**src/rtl/multiport_regfile_pkg.sv**
```systemverilog
// Shared parameters, address-width helper and register typedefs for the register file.
package multiport_regfile_pkg;

    localparam int DATA_W_DEF   = 32;
    localparam int NUM_REGS_DEF = 16;
    localparam int NUM_RD_DEF   = 3;
    localparam int PC_IDX_DEF   = 15;

    // Address width for a file of n registers; never narrower than one bit.
    function automatic int addr_w(input int n);
        return (n > 1) ? $clog2(n) : 1;
    endfunction

    typedef logic [$clog2(NUM_REGS_DEF)-1:0] reg_addr_t;
    typedef logic [DATA_W_DEF-1:0]           reg_data_t;

endpackage

```
**src/rtl/multiport_regfile_if.sv**
```systemverilog
// Datapath-side bus of the register file: read ports, two write ports, scoreboard reservation.
interface multiport_regfile_if
    import multiport_regfile_pkg::*;
#(
    parameter int DATA_W   = DATA_W_DEF,
    parameter int NUM_REGS = NUM_REGS_DEF,
    parameter int NUM_RD   = NUM_RD_DEF
);
    localparam int ADDR_W = addr_w(NUM_REGS);

    logic [NUM_RD*ADDR_W-1:0] ra;
    logic [NUM_RD*DATA_W-1:0] rd;
    logic [NUM_RD-1:0]        rd_busy;
    logic [DATA_W-1:0]        pc_plus8;
    logic                     we3;
    logic [ADDR_W-1:0]        wa3;
    logic [DATA_W-1:0]        wd3;
    logic                     we1;
    logic [ADDR_W-1:0]        wa1;
    logic [DATA_W-1:0]        wd1;
    logic                     pend_set;
    logic [ADDR_W-1:0]        pend_addr;
    logic                     any_busy;

    modport master (
        output ra, pc_plus8, we3, wa3, wd3, we1, wa1, wd1, pend_set, pend_addr,
        input  rd, rd_busy, any_busy
    );

    modport slave (
        input  ra, pc_plus8, we3, wa3, wd3, we1, wa1, wd1, pend_set, pend_addr,
        output rd, rd_busy, any_busy
    );

endinterface

```
**src/rtl/multiport_regfile_reg_scoreboard.sv**
```systemverilog
// Pending-bit scoreboard: one bit per register, reserved by multi-cycle producers,
// released by the write that delivers the result.
module reg_scoreboard #(
    parameter int NUM_REGS = 16,
    parameter int PC_IDX   = 15,
    parameter int ADDR_W   = 4
) (
    input  logic                clk,
    input  logic                reset,
    input  logic                we3_i,
    input  logic [ADDR_W-1:0]   wa3_i,
    input  logic                we1_i,
    input  logic [ADDR_W-1:0]   wa1_i,
    input  logic                pend_set_i,
    input  logic [ADDR_W-1:0]   pend_addr_i,
    output logic [NUM_REGS-1:0] pend_o,
    output logic                any_busy_o
);

    logic [NUM_REGS-1:0] pend_q;
    logic [NUM_REGS-1:0] pend_d;

    // Next pending state: writes clear, a reservation on the same edge overrides the clear.
    always_comb begin
        // NOTE: every combinational output gets a default first, so no path leaves it unassigned (no latch).
        pend_d = pend_q;
        if (we3_i) pend_d[wa3_i] = 1'b0;
        if (we1_i) pend_d[wa1_i] = 1'b0;
        if (pend_set_i && (pend_addr_i != ADDR_W'(PC_IDX))) pend_d[pend_addr_i] = 1'b1;
    end

    // Pending-bit register.
    always_ff @(posedge clk or posedge reset) begin
        // NOTE: state is updated with non-blocking assignments so every flop samples pre-edge values.
        if (reset) pend_q <= '0;
        else       pend_q <= pend_d;
    end

    assign pend_o     = pend_q;
    // Driven from state only, so a same-cycle reservation never shows combinationally.
    assign any_busy_o = |pend_q;

endmodule

```
**src/rtl/multiport_regfile.sv**
```systemverilog
// Architectural register file: NUM_RD combinational read ports, two write ports
// (port 3 has priority), PC reads served from pc_plus8, optional write-through bypass.
module multiport_regfile
    import multiport_regfile_pkg::*;
#(
    parameter int DATA_W   = DATA_W_DEF,
    parameter int NUM_REGS = NUM_REGS_DEF,
    parameter int NUM_RD   = NUM_RD_DEF,
    parameter int PC_IDX   = PC_IDX_DEF,
    parameter int BYPASS   = 0
) (
    input  logic               clk,
    input  logic               reset,
    multiport_regfile_if.slave rf
);

    localparam int ADDR_W = addr_w(NUM_REGS);

    logic [DATA_W-1:0]   regs_q [NUM_REGS];
    logic [DATA_W-1:0]   regs_d [NUM_REGS];
    logic [NUM_REGS-1:0] pend;

    // Next storage contents: port 3 wins over port 1; the PC slot is owned by fetch.
    always_comb begin
        for (int r = 0; r < NUM_REGS; r++) begin
            regs_d[r] = regs_q[r];
            if (r != PC_IDX) begin
                if (rf.we3 && (rf.wa3 == ADDR_W'(r)))      regs_d[r] = rf.wd3;
                else if (rf.we1 && (rf.wa1 == ADDR_W'(r))) regs_d[r] = rf.wd1;
            end
        end
    end

    // Storage array with asynchronous clear.
    always_ff @(posedge clk or posedge reset) begin
        // NOTE: this array is reset on purpose: software may read any register before writing it.
        if (reset) begin
            for (int r = 0; r < NUM_REGS; r++) regs_q[r] <= '0;
        end else begin
            for (int r = 0; r < NUM_REGS; r++) regs_q[r] <= regs_d[r];
        end
    end

    reg_scoreboard #(
        .NUM_REGS (NUM_REGS),
        .PC_IDX   (PC_IDX),
        .ADDR_W   (ADDR_W)
    ) u_scoreboard (
        .clk         (clk),
        .reset       (reset),
        .we3_i       (rf.we3),
        .wa3_i       (rf.wa3),
        .we1_i       (rf.we1),
        .wa1_i       (rf.wa1),
        .pend_set_i  (rf.pend_set),
        .pend_addr_i (rf.pend_addr),
        .pend_o      (pend),
        .any_busy_o  (rf.any_busy)
    );

    for (genvar i = 0; i < NUM_RD; i++) begin : g_rd
        logic [ADDR_W-1:0] addr;
        logic              hit3;
        logic              hit1;
        logic [DATA_W-1:0] data;
        logic              busy;

        assign addr = rf.ra[i*ADDR_W +: ADDR_W];
        // Bypass is suppressed during reset so reads show the cleared state.
        assign hit3 = (BYPASS != 0) && !reset && rf.we3 && (rf.wa3 == addr);
        assign hit1 = (BYPASS != 0) && !reset && rf.we1 && (rf.wa1 == addr);

        // Read mux: PC first, then same-cycle write data, else stored value and pending bit.
        always_comb begin
            data = regs_q[addr];
            busy = pend[addr];
            if (addr == ADDR_W'(PC_IDX)) begin
                data = rf.pc_plus8;
                busy = 1'b0;
            end else if (hit3) begin
                data = rf.wd3;
                busy = 1'b0;
            end else if (hit1) begin
                data = rf.wd1;
                busy = 1'b0;
            end
        end

        assign rf.rd[i*DATA_W +: DATA_W] = data;
        assign rf.rd_busy[i]             = busy;
    end

endmodule

```
**src/flat_wrapper.sv**
```systemverilog
// flat-port wrapper written by rule: the top's interface ports become plain ports
module multiport_regfile_flat import multiport_regfile_pkg::*;
#(
    parameter int DATA_W   = DATA_W_DEF,
    parameter int NUM_REGS = NUM_REGS_DEF,
    parameter int NUM_RD   = NUM_RD_DEF,
    parameter int PC_IDX   = PC_IDX_DEF,
    parameter int BYPASS   = 0
)
  (clk, reset, rf_ra, rf_pc_plus8, rf_we3, rf_wa3, rf_wd3, rf_we1, rf_wa1, rf_wd1, rf_pend_set, rf_pend_addr, rf_rd, rf_rd_busy, rf_any_busy);
  multiport_regfile_if #(.DATA_W(DATA_W), .NUM_REGS(NUM_REGS), .NUM_RD(NUM_RD)) rf_i ();
  input  logic clk;
  input  logic reset;
  input wire logic [$bits(rf_i.ra)-1:0] rf_ra;
  input wire logic [$bits(rf_i.pc_plus8)-1:0] rf_pc_plus8;
  input wire logic [$bits(rf_i.we3)-1:0] rf_we3;
  input wire logic [$bits(rf_i.wa3)-1:0] rf_wa3;
  input wire logic [$bits(rf_i.wd3)-1:0] rf_wd3;
  input wire logic [$bits(rf_i.we1)-1:0] rf_we1;
  input wire logic [$bits(rf_i.wa1)-1:0] rf_wa1;
  input wire logic [$bits(rf_i.wd1)-1:0] rf_wd1;
  input wire logic [$bits(rf_i.pend_set)-1:0] rf_pend_set;
  input wire logic [$bits(rf_i.pend_addr)-1:0] rf_pend_addr;
  output wire logic [$bits(rf_i.rd)-1:0] rf_rd;
  output wire logic [$bits(rf_i.rd_busy)-1:0] rf_rd_busy;
  output wire logic [$bits(rf_i.any_busy)-1:0] rf_any_busy;
  assign rf_i.ra = rf_ra;
  assign rf_i.pc_plus8 = rf_pc_plus8;
  assign rf_i.we3 = rf_we3;
  assign rf_i.wa3 = rf_wa3;
  assign rf_i.wd3 = rf_wd3;
  assign rf_i.we1 = rf_we1;
  assign rf_i.wa1 = rf_wa1;
  assign rf_i.wd1 = rf_wd1;
  assign rf_i.pend_set = rf_pend_set;
  assign rf_i.pend_addr = rf_pend_addr;
  assign rf_rd = rf_i.rd;
  assign rf_rd_busy = rf_i.rd_busy;
  assign rf_any_busy = rf_i.any_busy;
  multiport_regfile #(.DATA_W(DATA_W), .NUM_REGS(NUM_REGS), .NUM_RD(NUM_RD), .PC_IDX(PC_IDX), .BYPASS(BYPASS)) u_core (.clk(clk), .reset(reset), .rf(rf_i));
endmodule
```
**config.mk**
```make
export PLATFORM = sky130hd
export DESIGN_NAME = multiport_regfile_flat
export DESIGN_NICKNAME = d
export VERILOG_FILES = /design/src/rtl/multiport_regfile_pkg.sv /design/src/rtl/multiport_regfile_if.sv /design/src/rtl/multiport_regfile_reg_scoreboard.sv /design/src/rtl/multiport_regfile.sv /design/src/flat_wrapper.sv
export SDC_FILE = /design/constraint.sdc
export NUM_CORES = 2
export LEC_CHECK = 0
export CORE_MARGIN = 8
export CORE_UTILIZATION = 61
export DETAILED_ROUTE_END_ITERATION = 7
export PLACE_DENSITY = 0.82
export SLEW_MARGIN = 20
export SYNTH_ARGS = -nofsm -noshare
export SYNTH_HDL_FRONTEND = slang
export SYNTH_SLANG_ARGS = --single-unit
```
**constraint.sdc**
```tcl
create_clock -name clk -period 22.1 [get_ports clk]
set_input_delay 3.315 -clock clk [delete_from_list [all_inputs] [get_ports clk]]
set_output_delay 3.315 -clock clk [all_outputs]
set_load 0.02 [all_outputs]
```
==> impl_metrics.env <==
export IMPL_clock_skew_ns=0
export IMPL_run_status="finished, violations left"
export IMPL_core_area_mm2=0.0573
export IMPL_ys_seq_area_frac=0.354
export IMPL_max_slew_worst_pin_slew_ns=1.14
export IMPL_drt_total_wl_um=123000
export IMPL_layout_commonest_cell="mux2i_1"
export IMPL_worstSetupPathType="in2out"
export IMPL_mostFrequentLayoutCells="mux2i_1 (527), dfrtp_1 (496), mux4_2 (406)"
export IMPL_drc=1
export IMPL_grt_max_degree=176
export IMPL_num_vias=29928
export IMPL_finalCritPeriodShare=0.483
export IMPL_yosysTopAreaCell="dfrtp_1"
export IMPL_worstReg2RegStart="u_core.regs_q[91]$_DFFE_PP0P_"
export IMPL_arrival_ns=7.36
export IMPL_clockBufferDepth=3
export IMPL_dp_cells=3804
export IMPL_placementRows=88
export IMPL_synth_avg_cell_area_um2=11.2
export IMPL_rsz0062_at_grt="no"
export IMPL_violations="DRC"
export IMPL_cts_setup_buffers=0
export IMPL_overflow=0
export IMPL_setup_viol=0
export IMPL_wire_per_inst_um=31.4
export IMPL_gp_congestion=0.899
export IMPL_drtIter0Drc=4886
export IMPL_synth_cell_area_mm2=0.0351
export IMPL_crit_top_cell="buf_4"
export IMPL_synthToLayoutAreaGrowth_pct=11.2
export IMPL_fin_cells=3915
export IMPL_die_x_um=256
export IMPL_die_area_mm2=0.0655
export IMPL_synth_nets=3249
export IMPL_nets=3221
export IMPL_antenna_found_initial=15
export IMPL_worstPathMaxFanout=49
export IMPL_tritoncts="done"
export IMPL_htreeDepth=2
export IMPL_crit_start="rf_ra[0]"
export IMPL_slew_viol_final=0
export IMPL_finalSetupTns_ns=0
export IMPL_timing_fmax_ghz=0.0937
export IMPL_cts_resized=0
export IMPL_synth_top_cell_area_share=0.354
export IMPL_cp_start_kind="input port"
export IMPL_cts_buffers=55
export IMPL_fillers=3977
export IMPL_path_clk_slew_ns=0.06
export IMPL_hold_class="reg2reg"
export IMPL_final_layout_size_suffix_gt1_frac=0.199
export IMPL_yosysUniqueCellTypes=43
export IMPL_pre_cts_slack_ns=11.41
export IMPL_netlist_top_cells_area="dfrtp_1 (35%), mux4_2 (26%), mux2i_1 (15%)"
export IMPL_critPathTopFamily="buffers and inverters"
export IMPL_synth_seq_cells=496
export IMPL_end_kind="output port"
export IMPL_crit_slowest_cell="buf_4"
export IMPL_clock_root_buffer="clkbuf_16"
export IMPL_ir_worst_vdd_mv=0.0758
export IMPL_final_antenna_net_count=0
export IMPL_first_pass_iters=8
export IMPL_crit_path_cell_trace="clkbuf_8 > buf_4 > buf_4 > mux4_2 > nor2b_1 > a211oi_1 > a21oi_1 > clkdlybuf4s50_1"
export IMPL_initial_core_util=0.613
export IMPL_hpwl_um=72200
export IMPL_port_buffers=224
export IMPL_hold_viol=0
export IMPL_boundaryPins=225
export IMPL_syn_inst=3124
export IMPL_required_ns=18.78
export IMPL_cap_violations=0
export IMPL_clock_sinks=496
export IMPL_period_needed_ns=10.67
export IMPL_leakagePower_nw=15.6
export IMPL_yosys_warnings=0
export IMPL_min_from="u_core.u_scoreboard.pend_o[1]$_DFF_PP0_"
export IMPL_fin_ws_ns=11.43
export IMPL_clk_latency_ns=0.64
export IMPL_vias_per_cell=7.64
export IMPL_p_per_area_mw_per_mm2=90.9
export IMPL_slowest_delay_ns=0.86
export IMPL_grt_pass1_wl_um=184000
export IMPL_holdBufCountCts=0
export IMPL_critPathBufInv=4
export IMPL_grt_pass1_vias=30296
export IMPL_slew_headroom=0.243
export IMPL_hold_slack_ns=0.589
export IMPL_track_usage=0.365
export IMPL_die_h_um=256
metrics by stage:
stage | cell area (µm²) | power, W | utilization
floorplan | 35100 | 0.00214 | -
global route | 39000 | 0.00366 | 0.682
global placement | 37100 | 0.00244 | 0.648
finish | 39100 | 0.00355 | 0.682
detailed placement | 37100 | 0.00252 | 0.648
CTS | 39000 | 0.00351 | 0.681
Yosys cell counts, drive strengths merged:
library cell / n
a2111oi: 1
mux4: 406
o211ai: 18
a211o: 31
nor4: 4
a221o: 1
buf: 160
clkbuf: 199
a32o: 6
inv: 12
nand3b: 3
mux2i: 527
nand3: 5
o211a: 1
and3b: 3
or3: 2
nor2: 333
o22ai: 35
nor3b: 3
a21oi: 305
a22o: 1
and3: 4
o21ai: 265
dfrtp: 496
mux2: 34
nand2: 228
o221ai: 9
nor2b: 9
nand2b: 8
and2: 7
and4: 1
o2bb2ai: 1
a211oi: 3
nand4: 2
a21o: 1
final timing paths:
check,to,slack [ns],depth (start not counted)
max in group asynchronous,u_core.regs_q[305]$_DFFE_PP0P_,16.48,4
hold / removal,u_core.u_scoreboard.pend_o[1]$_DFF_PP0_,0.59,2
min in group asynchronous,u_core.regs_q[413]$_DFFE_PP0P_,3.27,2
hold reg to reg,u_core.u_scoreboard.pend_o[1]$_DFF_PP0_,0.59,2
setup reg to reg,u_core.regs_q[91]$_DFFE_PP0P_,21.10,4
setup / recovery,rf_rd[30],11.43,8
power breakdown:
group,switching [W],leakage [nW],internal (W)
registers,0.000264,5.88,0.00114
clock network,0.000403,0.947,0.000589
logic,0.000512,8.80,0.000641
flip-flops by register name (all words and copies together) (netlist names):
signal / count
u_core.regs_q: 480
u_core.u_scoreboard.pend_o: 16
layout make-up:
class / instances / area, µm² / share of cell area
inverters: 12 / 52.6 / 0.00135
clock buffers: 80 / 1620 / 0.0415
diodes: 11 / 27.5 / 0.000705
well taps: 765 / 957 / 0.0245
repair buffers: 274 / 2620 / 0.0672
clock inverters: 20 / 297 / 0.00759
flip-flops and latches: 496 / 12400 / 0.318
multi-input cells: 2257 / 21100 / 0.539
worst register-to-register path: cells and delay by family, from the launching register on:
family	cells	cell delay [ns]
AO/OA/AOI/OAI	3	0.34
buffers and inverters	1	0.11
flip-flops	1	0.41
routing by layer:
layer  vias to the layer above  part of all wire  GRT usage
li1                      11723                 -          -
met2                      2957              0.44      0.543
met4                        10             0.073      0.233
met5                         -           0.00084          0
met3                       772              0.16      0.128
met1                     14466              0.33      0.453
kinds of logic after synthesis:
group / after synthesis / synth area share
AOI/OAI and AO/OA: 678 / 0.105
muxes: 967 / 0.422
buffers and inverters: 371 / 0.0498
DFF: 496 / 0.354
and+or+nand+nor: 612 / 0.0698
Note: power is estimated with default switching activity, not from simulation.
